## config.mk

```make
export PLATFORM = sky130hd
export DESIGN_NAME = tff_count_ctrl
export DESIGN_NICKNAME = d
export VERILOG_FILES = /design/src/rtl/tff_count_ctrl_pkg.sv /design/src/rtl/tff_count_ctrl_tick_prescaler.sv /design/src/rtl/tff_count_ctrl.sv
export SDC_FILE = /design/constraint.sdc
export NUM_CORES = 1
export LEC_CHECK = 0
export CAP_MARGIN = 10
export CORE_AREA = 2 2 39 41
export DETAILED_ROUTE_END_ITERATION = 8
export DIE_AREA = 0 0 41 43
export PLACE_DENSITY = 0.7
export REMOVE_ABC_BUFFERS = 1
export SETUP_SLACK_MARGIN = 0.1
export SLEW_MARGIN = 10
export SYNTH_ARGS = -nofsm -noshare
export SYNTH_HDL_FRONTEND = slang
export SYNTH_HIERARCHICAL = 1
export SYNTH_SLANG_ARGS = --single-unit
```

## constraint.sdc

```tcl
create_clock -name clk -period 2 [get_ports clk]
set_input_delay 0.3 -clock clk [delete_from_list [all_inputs] [get_ports clk]]
set_output_delay 0.3 -clock clk [all_outputs]
set_load 0.05 [all_outputs]
```

## src/rtl/tff_count_ctrl_pkg.sv

```systemverilog
// Shared types and the modulo next-value helper for the TFF counter sequencer.
package tff_count_ctrl_pkg;

   typedef enum logic [1:0] {
      ST_IDLE = 2'd0,
      ST_CLR  = 2'd1,
      ST_RUN  = 2'd2,
      ST_DONE = 2'd3
   } state_t;

   // Out-of-range counts map to the wrap target so a corrupted bank recovers in one step.
   function automatic logic [31:0] nxt_val(input logic [31:0] q,
                                           input logic        up,
                                           input logic [31:0] modulus);
      logic [31:0] res;
      if (up) begin
         res = (q >= modulus - 32'd1) ? 32'd0 : q + 32'd1;
      end else begin
         res = ((q == 32'd0) || (q >= modulus)) ? modulus - 32'd1 : q - 32'd1;
      end
      return res;
   endfunction

endpackage

```

## src/rtl/tff_count_ctrl_tick_prescaler.sv

```systemverilog
// Divides the run time into count steps: tick is a registered one-cycle pulse every PRESCALE enabled cycles.
module tick_prescaler #(
   parameter int PRESCALE = 1
) (
   input  logic clk,
   input  logic clear,
   input  logic en,
   input  logic restart,
   output logic tick
);

   localparam int CW = (PRESCALE > 1) ? $clog2(PRESCALE) : 1;
   localparam logic [CW-1:0] LAST = CW'(PRESCALE - 1);

   logic [CW-1:0] count_q, count_d;
   logic          tick_q, tick_d;

   // A disabled prescaler holds its count so counting resumes where it stopped.
   always_comb begin
      count_d = count_q;
      tick_d  = 1'b0;
      if (restart) begin
         count_d = '0;
      end else if (en) begin
         if (count_q == LAST) begin
            count_d = '0;
            tick_d  = 1'b1;
         end else begin
            count_d = count_q + CW'(1);
         end
      end
   end

   always_ff @(posedge clk) begin
      if (clear) begin
         count_q <= '0;
         tick_q  <= 1'b0;
      end else begin
         count_q <= count_d;
         tick_q  <= tick_d;
      end
   end

   assign tick = tick_q;

endmodule

```

## src/rtl/tff_count_ctrl.sv

```systemverilog
// Sequencer for a bank of WIDTH toggle flip-flops forming a modulo-MODULUS up/down counter.
// Optional pause input enabled by defining TFF_COUNT_CTRL_PAUSE_EN.
//
//   state | meaning
//   IDLE  | stopped, bank value held
//   CLR   | one cycle of bank clear, one_shot latched
//   RUN   | stepping the bank every PRESCALE cycles
//   DONE  | one-shot run finished at the wrap value
module tff_count_ctrl
   import tff_count_ctrl_pkg::*;
#(
   parameter int WIDTH    = 2,
   parameter int MODULUS  = 4,
   parameter int PRESCALE = 1
) (
   input  logic             clk,
   input  logic             clear,
   input  logic             start,
   input  logic             stop,
   input  logic             up,
   input  logic             one_shot,
`ifdef TFF_COUNT_CTRL_PAUSE_EN
   input  logic             pause,
`endif
   input  logic [WIDTH-1:0] q_fb,
   output logic [WIDTH-1:0] t_out,
   output logic             tff_clear,
   output logic             busy,
   output logic             tc_pulse,
   output logic             done
);

   localparam logic [WIDTH-1:0] TOP_VAL = WIDTH'(MODULUS - 1);

   state_t           state_q, state_d;
   logic             one_shot_q, one_shot_d;
   logic             tff_clear_q, tff_clear_d;
   logic             tc_pulse_q, tc_pulse_d;
   logic             step_q;
   logic [WIDTH-1:0] nxt_q;
   logic             wrap;
   logic             presc_restart;
   logic             presc_en;

   assign nxt_q = WIDTH'(nxt_val(32'(q_fb), up, 32'(MODULUS)));
   assign wrap  = step_q & (nxt_q == (up ? '0 : TOP_VAL));
   assign t_out = step_q ? (q_fb ^ nxt_q) : '0;

   always_comb begin
      state_d    = state_q;
      one_shot_d = one_shot_q;
      case (state_q)
         ST_IDLE: if (!stop && start) state_d = ST_CLR;
         ST_CLR:  state_d = stop ? ST_IDLE : ST_RUN;
         ST_RUN: begin
            if (stop)                    state_d = ST_IDLE;
            else if (wrap && one_shot_q) state_d = ST_DONE;
         end
         ST_DONE: begin
            if (stop)       state_d = ST_IDLE;
            else if (start) state_d = ST_CLR;
         end
         default: state_d = ST_IDLE;
      endcase
      if ((state_d == ST_CLR) && (state_q != ST_CLR)) one_shot_d = one_shot;
      tff_clear_d = (state_d == ST_CLR);
      tc_pulse_d  = wrap;
   end

   // Any cycle that does not both start and stay in RUN rezeroes the prescaler.
   assign presc_restart = (state_q != ST_RUN) || (state_d != ST_RUN);
`ifdef TFF_COUNT_CTRL_PAUSE_EN
   assign presc_en = !presc_restart && !pause;
`else
   assign presc_en = !presc_restart;
`endif

   tick_prescaler #(
      .PRESCALE (PRESCALE)
   ) u_prescaler (
      .clk     (clk),
      .clear   (clear),
      .en      (presc_en),
      .restart (presc_restart),
      .tick    (step_q)
   );

   always_ff @(posedge clk) begin
      if (clear) begin
         state_q     <= ST_IDLE;
         one_shot_q  <= 1'b0;
         tff_clear_q <= 1'b1;
         tc_pulse_q  <= 1'b0;
      end else begin
         state_q     <= state_d;
         one_shot_q  <= one_shot_d;
         tff_clear_q <= tff_clear_d;
         tc_pulse_q  <= tc_pulse_d;
      end
   end

   assign tff_clear = tff_clear_q;
   assign tc_pulse  = tc_pulse_q;
   assign busy      = (state_q == ST_CLR) || (state_q == ST_RUN);
   assign done      = (state_q == ST_DONE);

endmodule

```

==> flow_summary.ini, run 1 <==
[outcome]
status = completed

[global_route]
grt_overflow = 0
antenna_found_initial = 0
grt_pass1_wl_mm = 1.52
grt_use_total = 0.131
grt_pass1_vias = 398
grt_max_degree = 8

[critical_path]
crit_type = input pin to output port
path_cells = dlygate4sd2_1 > inv_1 > ha_2 > or3_2 > and3_4 > buf_8
cp_slowest_stage_delay_ns = 0.44
cp-end-kind = output port
worstPathRequired_ns = 1.70
cp_max_fo = 2
cp.arrival_ns = 1.50
slowest_stage = or3_2
startpoint_type = input pin

[placed_design]
dpl_worst_slack_ns = -0.288
dp_hpwl_um = 736
gp_congestion = 0.774
port_buffers = 13

[clocking]
cts_num_sinks = 6
clk_pin_slew_ns = 0.05
cts_tree = done
clockRootBuffer = clkbuf_4
cts_buffer_depth = 2
cts_max_level = 1
clock_latency_ns = 0.25
cts_hold_buf = 0
post_cts_buffers = 0
cts-buffers-inserted = 3

[floorplan]
die_w_um = 41
core_area_um2 = 1380
fp.dieH_um = 43
dieArea_um2 = 1760
ios = 14
std_cell_rows = 14
start_util = 0.334

[synthesis]
synth_cells = 48
synthTopCellsByCount = 6 x dfxtp_1, 6 x ha_1, 5 x inv_1
synth_top_area_frac = 0.260
synth_compound_area_frac = 0.152
seq_area_frac_synth = 0.260
ys_ff_latch = 6
synth_warnings = 6
netlist_area_um2 = 462
synth-main-ff-cell = dfxtp_1
synth_area_leader_cell = dfxtp_1
avgSynthCellArea_um2 = 9.62
yosys-mux-area-fraction = 0.0217
synth_cell_type_count = 27
synth-xor-area-share = 0.0352
synthTopCellsByArea = dfxtp_1 26%, ha_1 16%, o311ai_4 5.7%, inv_1 4.1%, nand2b_1 4.1%
synth-adder-area-share = 0.163
synth_top_family_by_area = simple AND/OR/NAND/NOR gates
async_reset_ff_frac = 0
synth_edf_count = 0
synthSimpleGateAreaFrac = 0.328

[sta]
setup_viol = 0
finalCriticalPeriod_ns = 1.80
slew_viol_final = 0
fmax_mhz = 555
slew-limit-headroom = 0.664
tightest_slew_ns = 0.502
finalClockSkew_ns = 0.00531
hold_violations = 0
tns_ns = 0
min_period_over_period = 0.901
grt_setup_unrepaired = no
setup_slack_ns = 0.198

[route]
wl_per_cell_um = 10.9
routed_wl_um = 906
num_vias = 403
viasPerCell = 4.86
drcViolationCount = 0
dr.pass1.iters = 3
drtIter0Drc = 9
antenna_left = 0

[finish]
drive_gt1_frac = 0.358
syn_to_final_growth_pct = 49.1
utilization = 0.497
diodes = 0
final_net_count = 83

[power]
power_uw = 330
ir_drop_v = 0.000371
power_leakage_nw = 0.299
p_per_area_nw_per_um2 = 480

[min_path]
hp-class = flop to flop

[job]
max-cap-violations = 0
## layout by cell type, fill, tap and decap left out
master and instances:
dfxtp_1 5, clkbuf_4 3, ha_2 2, nor4b_2 1, nor2b_1 3, nor3b_1 1
and3_2 1, nor3_1 1, o21ai_1 2, inv_1 4, nor2_1 3, nor3b_2 1
a21oi_1 1, o311ai_4 1, nor3_2 1, a211oi_1 1, mux2i_1 1, nand2_1 1
o21bai_1 1, inv_2 1, dlygate4sd2_1 2, nand2b_1 3, o21ai_0 1, nand3_1 1
buf_4 4, o21ai_2 1, buf_12 2, buf_8 1, clkdlybuf4s50_1 7, nand3b_1 1
and3_4 1, xor2_2 1, dfxtp_2 1, nand4b_2 1, ha_1 4, or3_2 1
## power breakdown
| group | internal, mW | switching, mW |
|---|---|---|
| sequential | 0.125 | 0.00422 |
| clock | 0.0680 | 0.0462 |
| combinational | 0.0437 | 0.0431 |
| total | 0.237 | 0.0935 |
## path summary, 6_finish.rpt
path / start / end / slack, ns / cells past startpoint
setup / recovery: up / t_out[0] / 0.20 / 6
hold / removal: one_shot_q / one_shot_q / 0.50 / 2
setup reg to reg: state_q[0] / one_shot_q / 0.26 / 7
hold reg to reg: one_shot_q / one_shot_q / 0.50 / 2
## sequential cells by signal (all words and copies together) (netlist names)
register / flops
one_shot_q: 1
state_q: 2
tc_pulse: 1
tff_clear: 1
u_prescaler/tick: 1
## final cells by class
class,count,area (µm²)
fill,137,696
multi-input combinational,37,333
timing repair buffer,16,173
sequential,6,121
clock buffer,3,22.5
tap,16,20.0
inverter,5,18.8
## through the flow
stage                     hold slack [ns]  instance area (µm²)  std cells
after floorplan                     0.370                  462         48
after global placement              0.487                  649         80
after detailed placement            0.482                  649         80
after CTS                           0.495                  684         83
after global routing                0.511                  688         83
final                               0.498                  688         83
## critical path, delay by kind of cell
family                     cells  cell delay [ns]
buffers and inverters          3             0.40
adders and majority gates      1             0.17
and+or+nand+nor                2             0.62
## metal layers
| metal | wire length [µm] | vias to the layer above | share of wire | global-route usage |
|---|---|---|---|---|
| met5 | 0 | - | 0 | 0 |
| met4 | 19 | 0 | 0.021 | 0.0600 |
| met3 | 61 | 2 | 0.067 | 0.0628 |
| met2 | 422 | 12 | 0.47 | 0.203 |
| met1 | 403 | 184 | 0.44 | 0.143 |
| li1 | - | 205 | - | - |
## timing repair
| action | CTS | global route |
|---|---|---|
| endpoints found under the hold margin | 0 | 0 |
| gates resized for setup | 7 | 2 |
| setup endpoints to repair | 3 | 3 |
## logic make-up after synthesis
kind of cell | count (synthesis)
flops | 6
xor+xnor | 1
fa+ha+maj | 6
buf+inv | 5
mux | 1
compound gates | 8
simple gates | 21
No activity file was read; power rests on OpenSTA's default activity.
==> inputs of run 2 (changes only) <==
--- a/config.mk
+++ b/config.mk
@@ -7,6 +7,7 @@
 export LEC_CHECK = 0
 export CAP_MARGIN = 10
 export CORE_AREA = 2 2 39 41
+export CTS_CLUSTER_SIZE = 40
 export DETAILED_ROUTE_END_ITERATION = 8
 export DIE_AREA = 0 0 41 43
 export PLACE_DENSITY = 0.7
==> results of run 2 <==
Same layout as run 1: the final DEF is identical, and so are final timing and power.
